`src/rtl/aes_multiblock_ctrl_pkg.sv`:
```
`default_nettype none
// ---- aes_multiblock_ctrl_pkg: FSM states and block geometry for the AES multi-block controller (rev 1.0)
package aes_multiblock_ctrl_pkg;

  localparam int AES_BLOCK_BITS = 128;

  typedef enum logic [2:0] {
    MB_IDLE     = 3'd0,
    MB_STARTING = 3'd1,
    MB_WORKING  = 3'd2,
    MB_DRAIN    = 3'd3,
    MB_FINISHED = 3'd4,
    MB_ERROR    = 3'd5
  } aes_mblk_state_t;

  function automatic int aes_words_per_block(input int data_w);
    return AES_BLOCK_BITS / data_w;
  endfunction

endpackage
`default_nettype wire

```
`src/rtl/aes_multiblock_ctrl_watchdog.sv`:
```
`default_nettype none
// ---- aes_multiblock_ctrl_watchdog: idle-cycle counter, expires on the TIMEOUT-th tick after a load (rev 1.0)
module aes_multiblock_ctrl_watchdog #(
  parameter int TIMEOUT = 1024
) (
  input  logic clk,
  input  logic reset_n,
  input  logic clear_i,
  input  logic load_i,
  input  logic tick_i,
  output logic expire_o
);

  localparam int CNT_W = (TIMEOUT > 1) ? $clog2(TIMEOUT) : 1;
  localparam logic [CNT_W-1:0] LAST = CNT_W'(TIMEOUT - 1);

  logic [CNT_W-1:0] cnt_q, cnt_d;

  always_comb begin
    cnt_d = cnt_q;
    if (load_i)
      cnt_d = '0;
    else if (tick_i && cnt_q != LAST)
      cnt_d = cnt_q + 1'b1;
  end

  always_ff @(posedge clk or negedge reset_n) begin
    if (!reset_n)
      cnt_q <= '0;
    else if (clear_i)
      cnt_q <= '0;
    else
      cnt_q <= cnt_d;
  end

  // A load in the same cycle wins: a handshake always rescues the job.
  assign expire_o = tick_i && !load_i && (cnt_q == LAST);

endmodule
`default_nettype wire

```
`src/rtl/aes_multiblock_ctrl.sv`:
```
`default_nettype none
// ---- aes_multiblock_ctrl: job-level control for streaming N AES blocks through the engine (rev 1.0)
module aes_multiblock_ctrl
  import aes_multiblock_ctrl_pkg::*;
#(
  parameter int DATA_W  = 32,
  parameter int NBLK_W  = 16,
  parameter int TIMEOUT = 1024
) (
  input  logic              clk,
  input  logic              reset_n,
  input  logic              clear_i,
  input  logic              start_i,
  input  logic [31:0]       src_base_i,
  input  logic [31:0]       dst_base_i,
  input  logic [NBLK_W-1:0] nblk_i,
  input  logic              decrypt_i,
  input  logic              src_ready_start_i,
  input  logic              snk_ready_start_i,
  input  logic              snk_done_i,
  input  logic              eng_out_hs_i,
  output logic              src_req_start_o,
  output logic              snk_req_start_o,
  output logic [31:0]       src_base_o,
  output logic [31:0]       dst_base_o,
  output logic [NBLK_W+2:0] trans_size_o,
  output logic              eng_clear_o,
  output logic              eng_start_o,
  output logic              eng_decrypt_o,
  output logic              busy_o,
  output logic              done_o,
  output logic              err_o,
  output logic [NBLK_W-1:0] blk_cnt_o
);

  localparam int WPB_LOG2 = $clog2(aes_words_per_block(DATA_W));

  aes_mblk_state_t   state_q, state_d;
  logic [31:0]       src_base_q, src_base_d;
  logic [31:0]       dst_base_q, dst_base_d;
  logic [NBLK_W-1:0] nblk_q, nblk_d;
  logic [NBLK_W-1:0] blk_cnt_q, blk_cnt_d;
  logic              decrypt_q, decrypt_d;
  logic              wd_load, wd_tick, wd_expire;

  always_comb begin
    state_d         = state_q;
    src_base_d      = src_base_q;
    dst_base_d      = dst_base_q;
    nblk_d          = nblk_q;
    blk_cnt_d       = blk_cnt_q;
    decrypt_d       = decrypt_q;
    src_req_start_o = 1'b0;
    snk_req_start_o = 1'b0;
    eng_start_o     = 1'b0;
    eng_clear_o     = 1'b0;
    done_o          = 1'b0;
    err_o           = 1'b0;
    wd_load         = 1'b1;
    wd_tick         = 1'b0;

    case (state_q)
      MB_IDLE: begin
        eng_clear_o = 1'b1;
        if (start_i) begin
          src_base_d = src_base_i;
          dst_base_d = dst_base_i;
          nblk_d     = nblk_i;
          decrypt_d  = decrypt_i;
          blk_cnt_d  = '0;
          state_d    = (nblk_i == '0) ? MB_FINISHED : MB_STARTING;
        end
      end
      MB_STARTING: begin
        src_req_start_o = 1'b1;
        snk_req_start_o = 1'b1;
        eng_start_o     = 1'b1;
        if (src_ready_start_i && snk_ready_start_i)
          state_d = MB_WORKING;
      end
      MB_WORKING: begin
        wd_tick = 1'b1;
        wd_load = eng_out_hs_i;
        if (eng_out_hs_i) begin
          blk_cnt_d = blk_cnt_q + 1'b1;
          if (blk_cnt_q == nblk_q - 1'b1)
            state_d = MB_DRAIN;
        end else if (wd_expire) begin
          state_d = MB_ERROR;
        end
      end
      MB_DRAIN: begin
        // Engine is done; only the sink write-back completion matters now.
        wd_tick = 1'b1;
        wd_load = 1'b0;
        if (snk_done_i)
          state_d = MB_FINISHED;
        else if (wd_expire)
          state_d = MB_ERROR;
      end
      MB_FINISHED: begin
        done_o  = 1'b1;
        state_d = MB_IDLE;
      end
      MB_ERROR: begin
        err_o       = 1'b1;
        eng_clear_o = 1'b1;
        state_d     = MB_IDLE;
      end
      default: state_d = MB_IDLE;
    endcase
  end

  always_ff @(posedge clk or negedge reset_n) begin
    if (!reset_n) begin
      state_q    <= MB_IDLE;
      src_base_q <= '0;
      dst_base_q <= '0;
      nblk_q     <= '0;
      blk_cnt_q  <= '0;
      decrypt_q  <= 1'b0;
    end else if (clear_i) begin
      state_q    <= MB_IDLE;
      src_base_q <= '0;
      dst_base_q <= '0;
      nblk_q     <= '0;
      blk_cnt_q  <= '0;
      decrypt_q  <= 1'b0;
    end else begin
      state_q    <= state_d;
      src_base_q <= src_base_d;
      dst_base_q <= dst_base_d;
      nblk_q     <= nblk_d;
      blk_cnt_q  <= blk_cnt_d;
      decrypt_q  <= decrypt_d;
    end
  end

  aes_multiblock_ctrl_watchdog #(
    .TIMEOUT (TIMEOUT)
  ) u_watchdog (
    .clk      (clk),
    .reset_n  (reset_n),
    .clear_i  (clear_i),
    .load_i   (wd_load),
    .tick_i   (wd_tick),
    .expire_o (wd_expire)
  );

  assign src_base_o    = src_base_q;
  assign dst_base_o    = dst_base_q;
  assign trans_size_o  = {3'b000, nblk_q} << WPB_LOG2;
  assign eng_decrypt_o = decrypt_q;
  assign busy_o        = (state_q != MB_IDLE);
  assign blk_cnt_o     = blk_cnt_q;

endmodule
`default_nettype wire

```
`config.mk`:
```
export PLATFORM = sky130hd
export DESIGN_NAME = aes_multiblock_ctrl
export DESIGN_NICKNAME = d
export VERILOG_FILES = /design/src/rtl/aes_multiblock_ctrl_pkg.sv /design/src/rtl/aes_multiblock_ctrl_watchdog.sv /design/src/rtl/aes_multiblock_ctrl.sv
export SDC_FILE = /design/constraint.sdc
export NUM_CORES = 1
export LEC_CHECK = 0
export CORE_MARGIN = 10
export CORE_UTILIZATION = 40
export CTS_BUF_LIST = sky130_fd_sc_hd__clkbuf_4
export DETAILED_ROUTE_END_ITERATION = 12
export GPL_ROUTABILITY_DRIVEN = 0
export PLACE_DENSITY_LB_ADDON = 0.1
export SLEW_MARGIN = 20
export SYNTH_ARGS = -nofsm -noshare
export SYNTH_HDL_FRONTEND = slang
export SYNTH_SLANG_ARGS = --single-unit
```
`constraint.sdc`:
```
create_clock -name clk -period 3.05 [get_ports clk]
set_input_delay 0.61 -clock clk [delete_from_list [all_inputs] [get_ports clk]]
set_output_delay 0.61 -clock clk [all_outputs]
set_load 0.05 [all_outputs]
```
# Yosys cells after proc, flatten, opt, wreduce, memory -nomap -nowiden
# Cells that the tools add are included.
# W data, S select, Z words.
# word_totals
ff_bits,110
latchBits,0
ram_bits,0
mem_bits_ro,0
inputBits,89
output_inout_bits,107
elab_cells,73
n_memories,0
# op_classes
add_sub_neg,3
n_mul,0
n_div,0
magnitude_cmp,0
n_eq_ne,12
shifts,0
mux,34
bitwise_logic,0
reduce_logical,17
# op_table
op,count
$mux W32,6
$mux W16,6
$pmux W16 S2,1
$mux W10,3
$mux W3,8
$add A16 B1 Y16 const B,1
$eq A16 B16 Y1,1
$logic_not A16 Y1,1
$sub A16 B1 Y16 const B,1
$pmux W3 S4,1
$add A10 B1 Y10 const B,1
$eq A10 B10 Y1 const B,1
$ne A10 B10 Y1 const B,1
$ne A3 B3 Y1 const B,3
$reduce_bool A3 Y1,3
$mux W1,8
$eq A3 B2 Y1 const B,2
$eq A3 B3 Y1 const B,2
$reduce_and A3 Y1,2
$logic_and A1 B1 Y1,4
$ne A4 B4 Y1 const B,1
$reduce_bool A2 Y1,2
$reduce_or A2 Y1,2
$eq A3 B1 Y1 const B,1
other kinds (4),4

# Logic depth before layout (Yosys ltp)
# depth
ltp_word,9
mapped_depth,8
depth_no_buf,8

# By module
# A second synthesis with hierarchy kept.
# unflattened
hier_cells,455
area_unflattened_um2,5062.4
# by_module_without_submodules
module,instances,cells_each,area_each_um2
aes_multiblock_ctrl,1,386,4438.0
aes_multiblock_ctrl_watchdog,1,69,624.3

# Least setup slack after synthesis
# Ideal clock, no wire load.
# synth_path
path_type,register to output
start,reg state_q[0]
end,out snk_req_start_o
t_arrival_ns,2.394
path_slack_ns,0.046
path_stages_with_launch,4
path_cell_list,dfrtp_1 clkbuf_1 nor3b_1 buf_4
# synth_between
elab_chain_len,2
# synth_lines
item,line_no,source
start: declaration,aes_multiblock_ctrl.sv:38,"aes_mblk_state_t state_q, state_d;"
start signal: assignment,aes_multiblock_ctrl.sv:130,state_q <= state_d;
$eq A3 B1 Y1,-,
$mux W1,-,
end: declaration,aes_multiblock_ctrl.sv:23,"output logic snk_req_start_o,"
# No other way between the ends.

# Worst setup path after layout
# layout_path
start,reg state_q[0]
end,out err_o
# layout_between
elab_chain_len,2
# layout_lines
item,line_no,source
$eq A3 B3 Y1,aes_multiblock_ctrl.sv:62,case (state_q)
$mux W1,aes_multiblock_ctrl.sv:62,
end: declaration,aes_multiblock_ctrl.sv:32,"output logic err_o,"
# No other way between the ends.

==> impl_metrics.env <==
export IMPL_outcome="completed"
export IMPL_regArea_sq_um=2753
export IMPL_insertion_delay_ps=480
export IMPL_worst_pin_slew_ps=759.3
export IMPL_ys_warn_count=0
export IMPL_syn_cell_area_sq_um=4989
export IMPL_multi_input_area_sq_um=2087
export IMPL_synthSimpleGateAreaFrac_pct=13.84
export IMPL_die_area_sq_um=17340
export IMPL_hold_viol_final=0
export IMPL_ir_drop_mv=0.5178
export IMPL_antenna_found_initial=1
export IMPL_dr_wl_met3_um=1192
export IMPL_routed_top_layer="met4"
export IMPL_dr_pass1_iters=5
export IMPL_utilization_pct=59.95
export IMPL_rows=40
export IMPL_clk_pin_slew_worst_paths_ps=180
export IMPL_io_buffers=192
export IMPL_nFillCells=1031
export IMPL_die_h_um=131.7
export IMPL_grt_pass1_wl_um=25180
export IMPL_powerDensity_nw_per_um2=672.7
export IMPL_cts_inserted_buffers=9
export IMPL_drc_errors=0
export IMPL_critical_path_required_ps=2440
export IMPL_power_leakage_nw=3.081
export IMPL_cts_tree="done"
export IMPL_maxSlewViolCount=0
export IMPL_setup_worst_path_start_class="register"
export IMPL_grt_usage_pct=17.92
export IMPL_fmax_mhz=357.1
export IMPL_hold_path_class="in2async"
export IMPL_fin_crit_ps=2800
export IMPL_area_delta_synth_final_pct=45.55
export IMPL_ios=196
export IMPL_tns_ps=0
export IMPL_drive_gt1_share_pct=5.938
export IMPL_wirelength_met1_um=7179
export IMPL_wl_um=15760
export IMPL_min_period_over_period_pct=91.82
export IMPL_ys_ff_latch=110
export IMPL_synth_xor_area_share_pct=6.496
export IMPL_grt_max_degree=82
export IMPL_grt_pass1_vias=4345
export IMPL_grt_overflow=0
export IMPL_wire_per_inst_um=19.48
export IMPL_cts_sinks=110
export IMPL_syn_inst=451
export IMPL_yosysUniqueCellTypes=48
export IMPL_start_util_pct=41.19
export IMPL_ctsHtreeMaxLevel=3
export IMPL_met2_length_um=7185
export IMPL_slew_headroom_pct=49.04
export IMPL_end_kind="output pin"
export IMPL_ant_nets=0
export IMPL_crit_arrival_ps=2190
export IMPL_syn_avg_cell_area_sq_um=11.06
export IMPL_vias=4339
export IMPL_clockRootBuffer="clkbuf_4"
export IMPL_dp_hpwl_um=11750
export IMPL_cts_buffer_depth=2
export IMPL_viasPerCell=5.363
export IMPL_die_w_um=131.7
export IMPL_maxCapViolCount=0
export IMPL_coreArea_sq_um=12110
export IMPL_worstPathMaxFanout=15
export IMPL_ys_seq_area_share_pct=55.18
export IMPL_synth_adder_area_share_pct=0.7524
export IMPL_finalSetupViolations=0
export IMPL_drt_iter0_markers=443
export IMPL_synthMuxAreaShare_pct=0.8779
export IMPL_critPathKind="reg2out"
export IMPL_synth_top_family_by_area="compound AO/OA/AOI/OAI gates"
export IMPL_finClkSkew_ps=23.09
export IMPL_synth_compound_area_share_pct=19.26
export IMPL_rsz0062_at_grt="false"
export IMPL_final_nets=727
[layer usage]
metal | global-route usage [%] | vias up
met1 | 23.60 | 2138
met4 | 5.624 | 0
met2 | 27.60 | 151
li1 | - | 2037
met3 | 5.450 | 13
met5 | 0 | -
[cells in the mapped netlist (all sizes together)]
cell type | count | area, sq um
dfrtp | 110 | 2753
a22o | 77 | 674.4
nor2 | 38 | 142.6
clkbuf | 19 | 71.32
nand2 | 19 | 71.32
xnor2 | 19 | 166.4
xor2 | 18 | 157.7
nand3 | 16 | 80.08
o21ai | 16 | 80.08
inv | 12 | 45.04
nor3 | 12 | 60.06
a21oi | 10 | 50.05
buf | 10 | 58.81
nor4 | 9 | 56.30
nand4 | 7 | 43.79
a211oi | 4 | 35.03
a31oi | 4 | 25.02
or3 | 4 | 25.02
or4 | 4 | 35.03
and3 | 3 | 18.77
and4 | 3 | 26.28
ha | 3 | 37.54
mux2 | 3 | 33.78
nand2b | 3 | 18.77
nor2b | 3 | 18.77
nor3b | 3 | 22.52
a22oi | 2 | 15.01
a41oi | 2 | 17.52
and3b | 2 | 17.52
nor4b | 2 | 17.52
o31ai | 2 | 15.01
or2 | 2 | 12.51
a2111oi | 1 | 15.01
a311oi | 1 | 8.760
a32oi | 1 | 8.760
and2 | 1 | 6.260
conb | 1 | 3.750
mux2i | 1 | 10.01
nand4b | 1 | 8.760
o21bai | 1 | 7.510
o32ai | 1 | 8.760
or3b | 1 | 8.760
[what timing repair did]
action / 4_1_cts / 5_1_grt
pin swaps: 0 / 0
endpoints found under the setup margin: 3 / 1
cloned: 0 / 0
hold buffers: 0 / 0
setup buffers: 0 / 0
resized for setup: 3 / 1
[final cells by class]
cell class,instances,area share [%]
clock inverter,6,1.034
timing repair buffer,200,27.73
multi-input combinational,302,28.74
antenna,1,0.03446
inverter,12,0.6204
sequential,110,37.91
clock buffer,10,1.034
tap,168,2.895
[worst max-delay path, stage by stage, from the launching register on]
cell	delay [ps]
dfrtp_1	620
and3b_1	270
clkdlybuf4s50_1	820
[report_power, final]
group | switching [mW] | leakage [nW] | total (mW) | internal, mW
Clock | 0.512 | 0.0795 | 0.785 | 0.273
Sequential | 0.190 | 1.49 | 1.84 | 1.65
Combinational | 1.43 | 1.51 | 2.26 | 0.828
[flip-flops by register name, summed over array words and instances, names as in the netlist]
signal	cells
nblk_q	16
u_watchdog.cnt_q	10
blk_cnt_o	16
eng_decrypt_o	1
src_base_o	32
state_q	3
dst_base_o	32
[layout by cell type, fill, tap and decap left out, drive strengths merged, types with 3 or more instances in the layout]
cell	netlist	routed
clkdlybuf4s50	0	186
xnor2	19	19
buf	10	10
or3	4	4
nor2	38	38
nand2b	3	3
dlygate4sd2	0	3
nand2	19	19
nor2b	3	3
nor3	12	12
or4	4	4
and4	3	3
o21ai	16	16
dfrtp	110	110
nor4	9	9
clkbuf	19	10
nand4	7	7
nand3	16	16
nor3b	3	3
a31oi	4	4
conb	1	3
xor2	18	18
a21oi	10	10
ha	3	3
inv	12	15
a211oi	4	4
and3	3	3
a22o	77	77
mux2	3	3
[stage by stage]
stage	std cells	worst slack (ps)	instance area, sq um	hold WS (ps)	total power [mW]
after floorplan	453	45.88	4996	314.4	3.313
after global placement	792	382.5	7109	486.5	4.133
after detailed placement	792	348.5	7109	489.8	4.151
after CTS	808	119.2	7256	11.03	4.931
after global routing	809	111.3	7261	14.48	5.144
final	809	249.5	7261	35.34	4.884
[path summary, 6_finish.rpt]
check / startpoint / endpoint / depth (start not counted) / slack, ps
hold reg to reg: src_base_o[27] / src_base_o[27] / 1 / 530
hold / removal: reset_n / dst_base_o[12] / 1 / 40
min in group clk: src_base_o[27] / src_base_o[27] / 1 / 530
setup reg to reg: nblk_q[2] / state_q[0] / 6 / 610
max in group asynchronous: reset_n / nblk_q[14] / 2 / 2260
setup / recovery: state_q[0] / err_o / 2 / 250
[kinds of logic (layout without fill, tap and decap cells)]
family / Yosys count / count (layout)
compound gates: 122 / 122
xor+xnor: 37 / 37
fa+ha+maj: 3 / 3
buf+inv: 41 / 228
flops: 110 / 110
mux: 4 / 4
other cells: 1 / 4
simple gates: 133 / 133
(Power assumes the default switching activity.)
